===== config.mk =====
export PLATFORM = sky130hd
export DESIGN_NAME = s_axis_rq_arbiter
export DESIGN_NICKNAME = d
export VERILOG_FILES = /design/src/rtl/s_axis_rq_arbiter.sv
export SDC_FILE = /design/constraint.sdc
export NUM_CORES = 1
export LEC_CHECK = 0
export ABC_AREA = 1
export BUFFER_PORTS_ARGS = -buffer_cell sky130_fd_sc_hd__buf_2
export CORE_AREA = 2 2 178 180
export CTS_CLUSTER_DIAMETER = 100
export DETAILED_ROUTE_END_ITERATION = 6
export DIE_AREA = 0 0 180 182
export MAX_ROUTING_LAYER = met4
export PLACE_DENSITY = 0.31
export SLEW_MARGIN = 20
export SYNTH_ARGS = -nofsm -noshare
export SYNTH_HDL_FRONTEND = slang
export SYNTH_SLANG_ARGS = --single-unit

===== constraint.sdc =====
create_clock -name user_clk -period 2.75 [get_ports user_clk]
set_input_delay 0.55 -clock user_clk [delete_from_list [all_inputs] [get_ports user_clk]]
set_output_delay 0.55 -clock user_clk [all_outputs]
set_load 0.01 [all_outputs]

===== src/rtl/s_axis_rq_arbiter.sv =====
// s_axis_rq_arbiter
// Packet-granular round-robin arbiter that shares one PCIe requester-request
// AXI-Stream port between NUM_REQ TLP sources. A grant is held from the first
// beat of a packet to its tlast beat, so downstream always sees whole TLPs.
//
// Optional build macro S_AXIS_RQ_ARB_OUTREG_EN: inserts a 2-entry skid buffer
// on the m_axis_rq_* outputs. Upstream ready then follows buffer "not full",
// arbitration advances on the upstream transfer and the first beat appears one
// cycle after it is accepted. Without the macro the outputs are a
// combinational pass-through of the selected requester.
//
// Handshake: a beat moves on any AXI-Stream interface only in a cycle where
// tvalid and tready are both high; a source holds tvalid and its payload
// stable until that happens, and tready never depends on the same-cycle
// tvalid of a non-granted source.
module s_axis_rq_arbiter #(
   parameter int DATA_WIDTH = 128,
   parameter int KEEP_WIDTH = DATA_WIDTH / 8,
   parameter int NUM_REQ    = 2,
   parameter int IDX_W      = $clog2(NUM_REQ)
) (
   input  logic                          user_clk,
   input  logic                          user_reset_n,
   input  logic [NUM_REQ*DATA_WIDTH-1:0] s_req_tdata,
   input  logic [NUM_REQ*KEEP_WIDTH-1:0] s_req_tkeep,
   input  logic [NUM_REQ-1:0]            s_req_tlast,
   input  logic [NUM_REQ*4-1:0]          s_req_tuser,
   input  logic [NUM_REQ-1:0]            s_req_tvalid,
   output logic [NUM_REQ-1:0]            s_req_tready,
   output logic [DATA_WIDTH-1:0]         m_axis_rq_tdata,
   output logic [KEEP_WIDTH-1:0]         m_axis_rq_tkeep,
   output logic                          m_axis_rq_tlast,
   output logic [3:0]                    m_axis_rq_tuser,
   output logic                          m_axis_rq_tvalid,
   input  logic                          m_axis_rq_tready,
   output logic [IDX_W-1:0]              grant_id,
   output logic                          grant_busy
);

   localparam int PW = DATA_WIDTH + KEEP_WIDTH + 1 + 4;

   typedef enum logic {
      ST_IDLE = 1'b0,
      ST_BUSY = 1'b1
   } state_t;

   state_t           r_state;
   logic [IDX_W-1:0] r_rr_ptr;
   logic [IDX_W-1:0] r_grant_id;
   logic [IDX_W-1:0] r_hold_idx;
   logic             r_hold_valid;

   logic [IDX_W-1:0]   w_winner;
   logic               w_any_valid;
   logic [IDX_W-1:0]   w_sel;
   logic               w_sel_valid;
   logic               w_sel_last;
   logic               w_grant_live;
   logic               w_dn_ready;
   logic               w_xfer;
   logic [IDX_W-1:0]   w_next_ptr;
   logic [PW-1:0]      w_sel_payload;
   logic [NUM_REQ-1:0] w_tready;

   // Round-robin search over tvalid, starting at rr_ptr and wrapping modulo NUM_REQ
   always_comb begin
      w_winner    = r_rr_ptr;
      w_any_valid = 1'b0;
      for (int k = 0; k < NUM_REQ; k++) begin
         if (!w_any_valid && s_req_tvalid[(int'(r_rr_ptr) + k) % NUM_REQ]) begin
            w_winner    = IDX_W'((int'(r_rr_ptr) + k) % NUM_REQ);
            w_any_valid = 1'b1;
         end
      end
   end

   // Selection: locked owner in BUSY, frozen pick while a stalled beat waits, else the live winner
   always_comb begin
      if (r_state == ST_BUSY)
         w_sel = r_grant_id;
      else if (r_hold_valid)
         w_sel = r_hold_idx;
      else
         w_sel = w_winner;
   end

   // Reset gates valid/ready directly so the port goes quiet without waiting for a clock edge
   assign w_sel_valid   = user_reset_n & s_req_tvalid[w_sel];
   assign w_sel_last    = s_req_tlast[w_sel];
   assign w_grant_live  = user_reset_n & ((r_state == ST_BUSY) | w_sel_valid);
   assign w_xfer        = w_sel_valid & w_dn_ready;
   assign w_next_ptr    = (w_sel == IDX_W'(NUM_REQ - 1)) ? '0 : w_sel + 1'b1;
   assign w_sel_payload = {s_req_tdata[int'(w_sel)*DATA_WIDTH +: DATA_WIDTH],
                           s_req_tkeep[int'(w_sel)*KEEP_WIDTH +: KEEP_WIDTH],
                           w_sel_last,
                           s_req_tuser[int'(w_sel)*4 +: 4]};

   // Only the selected requester ever sees ready; all others are held off
   always_comb begin
      w_tready = '0;
      if (w_grant_live)
         w_tready[w_sel] = w_dn_ready;
   end

   assign s_req_tready = w_tready;

   // Arbitration FSM: packet ownership, round-robin pointer and stall freeze
   always_ff @(posedge user_clk or negedge user_reset_n) begin
      if (!user_reset_n) begin
         r_state      <= ST_IDLE;
         r_rr_ptr     <= '0;
         r_grant_id   <= '0;
         r_hold_idx   <= '0;
         r_hold_valid <= 1'b0;
      end else begin
         case (r_state)
            ST_IDLE: begin
               if (w_xfer) begin
                  r_hold_valid <= 1'b0;
                  r_grant_id   <= w_sel;
                  if (w_sel_last)
                     r_rr_ptr <= w_next_ptr;
                  else
                     r_state <= ST_BUSY;
               end else if (w_sel_valid) begin
                  r_hold_valid <= 1'b1;
                  r_hold_idx   <= w_sel;
               end
            end
            ST_BUSY: begin
               if (w_xfer && w_sel_last) begin
                  r_state  <= ST_IDLE;
                  r_rr_ptr <= w_next_ptr;
               end
            end
            default: r_state <= ST_IDLE;
         endcase
      end
   end

   assign grant_id   = r_grant_id;
   assign grant_busy = (r_state == ST_BUSY);

`ifdef S_AXIS_RQ_ARB_OUTREG_EN
   logic [PW-1:0] r_buf [2];
   logic          r_wr_ptr;
   logic          r_rd_ptr;
   logic [1:0]    r_count;
   logic          w_pop;

   assign w_dn_ready = (r_count != 2'd2);
   assign w_pop      = (r_count != 2'd0) & m_axis_rq_tready;

   // Two-entry skid buffer: accepts whenever an entry is free, drains on downstream ready
   always_ff @(posedge user_clk or negedge user_reset_n) begin
      if (!user_reset_n) begin
         r_buf[0] <= '0;
         r_buf[1] <= '0;
         r_wr_ptr <= 1'b0;
         r_rd_ptr <= 1'b0;
         r_count  <= 2'd0;
      end else begin
         if (w_xfer) begin
            r_buf[r_wr_ptr] <= w_sel_payload;
            r_wr_ptr        <= ~r_wr_ptr;
         end
         if (w_pop)
            r_rd_ptr <= ~r_rd_ptr;
         case ({w_xfer, w_pop})
            2'b10:   r_count <= r_count + 2'd1;
            2'b01:   r_count <= r_count - 2'd1;
            default: r_count <= r_count;
         endcase
      end
   end

   assign {m_axis_rq_tdata, m_axis_rq_tkeep, m_axis_rq_tlast, m_axis_rq_tuser} = r_buf[r_rd_ptr];
   assign m_axis_rq_tvalid = (r_count != 2'd0);
`else
   assign w_dn_ready = m_axis_rq_tready;
   assign {m_axis_rq_tdata, m_axis_rq_tkeep, m_axis_rq_tlast, m_axis_rq_tuser} = w_sel_payload;
   assign m_axis_rq_tvalid = w_sel_valid;
`endif

endmodule


Word-level counts from Yosys, hierarchy flattened
Index checks and enable logic that the tools add are counted.
{"block": "word_totals", "regBits": 5, "output_inout_bits": 154}
{"block": "classes", "n_addsub": 2, "magnitude_cmp": 4, "eq_ne": 3, "n_shift": 3, "muxes": 27, "n_bitwise": 8, "n_reduce_logical": 9}
{"cell": "$shiftx 256x9->128", "count": 1}
{"cell": "$shiftx 32x6->16", "count": 1}
{"cell": "$mux 1", "count": 23}
{"cell": "$shiftx 8x4->4", "count": 1}
{"cell": "$reduce_and 3->1", "count": 2}
{"cell": "$lt 1x2->1 const B", "count": 2}
{"cell": "$ne 2x2->1 const B", "count": 2}
{"cell": "$pmux 1 s2", "count": 2}
{"cell": "$reduce_and 2->1", "count": 2}
{"cell": "$and 1x1->1", "count": 3}
{"cell": "$logic_and 1x1->1", "count": 3}
{"cell": "$lt 2x3->1 const B", "count": 1}
{"cell": "$add 1x1->1 const B", "count": 2}
{"cell": "$and 2x2->2", "count": 1}
{"cell": "$mux 2", "count": 1}
{"cell": "$ne 2x1->1 const B", "count": 1}
{"cell": "$not 1->1", "count": 2}
{"cell": "$reduce_bool 2->1", "count": 1}
{"cell": "$and 1x1->1 const A", "count": 1}
{"cell": "$demux 1 s1", "count": 1}
{"cell": "$ge 1x1->1 const B", "count": 1}
{"cell": "$logic_not 1->1", "count": 1}
{"cell": "$or 1x1->1", "count": 1}

Logic depth before layout (Yosys ltp)
{"block": "logic_depth", "depth_word": 16, "ltp_mapped": 12, "mapped_depth_nobuf": 12}

Worst setup path before layout
Ideal clock, no wire load.
{"block": "synth_path", "path_kind": "input -> output", "from": "input s_req_tvalid[0]", "to": "output m_axis_rq_tdata[10]", "arrival_time_ps": 1458, "path_slack_ps": 742, "cell_stages": 10, "n_path_buf": 1, "cell_sequence": "inv_1 > nand2_1 > nand2_1 > nand2_1 > nand2_2 > nand2_4 > inv_2 > clkbuf_1 > nand2_1 > nand2_1"}
{"block": "synth_via", "elab_chain_cells": 9}
{"item": "start: declaration", "line": "28", "source": "input logic [NUM_REQ-1:0] s_req_tvalid,"}
{"item": "$mux 1 (implied by the code) (2 in a row)", "line": "70", "source": "if (!w_any_valid && s_req_tvalid[(int'(r_rr_ptr) + k) % NUM_REQ]) begin"}
{"item": "$mux 1", "line": "70"}
{"item": "$logic_not 1->1", "line": "70"}
{"item": "$logic_and 1x1->1 (*)", "line": "70"}
{"item": "$mux 1 (*)", "line": "70"}
{"item": "$mux 1 (*)", "line": "81", "source": "else if (r_hold_valid)"}
{"item": "$mux 1 (*)", "line": "79", "source": "if (r_state == ST_BUSY)"}
{"item": "$shiftx 256x9->128 (*)", "line": "93", "source": "assign w_sel_payload = {s_req_tdata[int'(w_sel)*DATA_WIDTH +: DATA_WIDTH],"}
{"item": "end: declaration", "line": "30", "source": "output logic [DATA_WIDTH-1:0] m_axis_rq_tdata,"}
Every way passes the cells marked *; elsewhere a longest branch is shown, timed or not. The select of a mux whose other input is x is not followed.

==> key figures <==
Cells and area
  – Final core utilization: 16.3%
  – Cell area after layout: 0.00505 mm²
  – Fill count: 3719
  – Share of layout cells above drive strength 1: 49.3%
  – Area Growth Syn to Fin: 126%
  – Layout Nets: 1271
  – Non-filler cells, final: 1375

Floorplanning
  – I/O pins: 457
  – Die Span X: 180 µm
  – Rows: 65
  – Die Ht: 182 µm
  – Starting Density: 7.22%
  – Die ar.: 0.0328 mm²
  – Core Box Area: 0.0310 mm²

Synth
  – Synth Warn #: 0
  – Post-synth top area share: 77.6%
  – Post-synthesis sequential area ratio: 5.59%
  – Async SR Flop Fraction: 100%
  – Main synth FF type: dfrtp_1
  – Number of synthesized flops with an enable pin: 0
  – Largest family of logic cells by synthesized area: simple AND/OR/NAND/NOR gates
  – Multiplexer area fraction after synthesis: 0%
  – Adder-Cell Fraction of Synth Area: 0%
  – Compound-Gate Fraction of Synth Area: 1.12%
  – Synth Instances: 528
  – Post-Synth XOR/XNOR Area: 0%
  – Post-synth cell types: 17
  – Avg Cell Area, Syn: 4.24 µm²
  – Synth top area cells: nand2_1 (78%), dfrtp_1 (5.6%), buf_6 (5.5%), buf_2 (4.5%), nand4_1 (1.1%)
  – Mapped cell area: 0.00224 mm²
  – Seq cells post-synth: 5
  – Most common cell in the synthesized netlist: nand2_1
  – Synth cell count leaders: nand2_1 (463), buf_2 (20), buf_6 (11)
  – Synth area leader: nand2_1
  – Post-Syn Nets: 831
  – Synth Area in Simple Gates: 81.8%

Critical path
  – CP cell instances: inv_2, or2_4, nand2_4, buf_12, buf_12, nand2_1, nand2_1, buf_2
  – Crit path launch type: flop
  – R2r worst-path depth: 9
  – Worst path slowest cell: dfrtp_1
  – WP data arrival: 1.89 ns
  – Crit-path max FO: 63
  – Worst EP required: 2.20 ns
  – Crit path kind: flop to output pin
  – Worst path max stage delay: 0.41 ns
  – Crit. End Element: output pin

STA
  – Max-slew headroom: 76.1%
  – Min Hold Slack: 0.156 ns
  – Post-route setup TNS: 0 ns
  – Worst-Margin Slew: 0.359 ns
  – Final worst slack: 0.315 ns
  – Clock Skews: 0.00329 ns
  – Slew Limit Fails: 0
  – Finish-stage setup viols: 0
  – Fmax: 411 MHz
  – Final hold violations: 0
  – Period utilization: 88.6%
  – RSZ-0062 raised after global routing: no
  – Tmin final: 2.44 ns

Run status
  – Run status: finished, final reports clean

Power and ir drop
  – Switching power: 3.41 mW
  – Worst vdd ir: 0.000674 V
  – Final Power: 5.73 mW
  – Sw Share: 59.4%
  – Seq pwr share: 2.3%
  – Pwr/cell area: 1130 mW/mm²
  – Pleak: 3.45 nW
  – Internal power: 2.32 mW
  – Comb pwr share: 93.5%
  – Clock network power share: 4.2%

Route
  – Via density: 3.40
  – DRC: 0
  – Number of iterations in the first detailed-routing pass: 5
  – 1st-iter DRT viols: 83
  – Post-route ant nets: 0
  – Total wire length: 17700 µm
  – Vias: 4676
  – Wire per inst: 12.8 µm

Clock tree
  – Clock sinks: 5
  – Number of hold buffers added after cts: 0
  – CTS H-Tree Depth: 1
  – Worst-path clk slew: 0.03 ns
  – Clock latency on the worst-skew pair: 0.23 ns
  – Root Driver: clkbuf_16
  – TritonCTS clock tree: yes
  – Setup bufs post-CTS: 0
  – Max Root-Sink Buffers: 2
  – Cts bufs inserted: 3
  – Post-CTS Resized: 0

Global route
  – Initial antenna violation count: 7
  – Total Routing Usage GR: 10.2%
  – Vias in the first global route: 4546
  – Overflow after GRT: 0
  – First-pass GRT wire length: 25600 µm
  – Largest net degree at the start of global routing: 69

Place
  – Placement Cell Area: 0.00496 mm²
  – Pre-CTS setup slack: 0.340 ns
  – DP HPWL: 15600 µm
  – Final GP Congestion: 0.811
  – Placed insts: 1365
  – Port bufs: 456

Worst hold path
  – Worst min-delay path category: primary input to async pin

Flow run
  – Max_cap viols: 0
[metal layers]
metal,global-route usage [%],up-vias,wire length [µm]
met5,-,-,0
met1,10.8,1954,6800
met2,19.2,269,9070
met4,0.585,0,0
met3,3.17,0,1800
li1,-,2453,-
[final timing paths]
check / endpoint / slack (ns)
worst min register to register: r_rr_ptr / 0.47
worst max register to register: r_rr_ptr / 1.05
worst min-delay path: r_hold_valid / 0.16
min in group user_clk: r_rr_ptr / 0.47
max in group asynchronous: r_hold_idx / 2.43
worst max-delay path: m_axis_rq_tdata[88] / 0.31
[critical path: cells and delay by family, from the launching register on]
| kind | cells | cell delay [ns] |
|---|---|---|
| buf+inv | 4 | 0.70 |
| flops | 1 | 0.41 |
| simple gates | 4 | 0.54 |
[placed cells by master (no fill, tap or decap)]
cell / instances
nand2_1: 463
buf_2: 456
diode_2: 6
buf_12: 6
inv_1: 5
dfrtp_1: 5
buf_4: 5
nand3_1: 4
nand4_1: 4
a21oi_1: 3
nor2_1: 3
clkbuf_16: 3
inv_2: 2
nand2_2: 1
or2_4: 1
nand2_4: 1
inv_4: 1
nand3_2: 1
o21ai_0: 1
o21ai_1: 1
clkbuf_1: 1
[logic make-up (layout without fill, tap and decap cells)]
logic type             after synthesis  count (layout)
flip-flops                           5               5
other                                0               6
AND/OR/NAND/NOR                    478             478
buffers and inverters               40             479
AO/OA/AOI/OAI                        5               5
[power by group through the flow]
| stage | registers [mW] | logic (mW) | clock network (mW) |
|---|---|---|---|
| floorplan | 0.135 | 3.23 | 0 |
| global placement | 0.138 | 5.61 | 0 |
| detailed placement | 0.136 | 5.50 | 0 |
| CTS | 0.136 | 5.52 | 0.244 |
| global route | 0.140 | 6.05 | 0.252 |
| finish | 0.135 | 5.36 | 0.239 |
[area by class of cell]
| type | count | area (µm²) | share of cell area, % |
|---|---|---|---|
| Antenna cell | 6 | 15.0 | 0.297 |
| Multi-Input combinational cell | 483 | 1860 | 36.7 |
| Sequential cell | 5 | 125 | 2.48 |
| Tap cell | 402 | 503 | 9.96 |
| Timing Repair Buffer | 467 | 2440 | 48.3 |
| Inverter | 8 | 32.5 | 0.644 |
| Clock buffer | 4 | 78.8 | 1.56 |
Note: power is estimated with default switching activity, not from simulation.
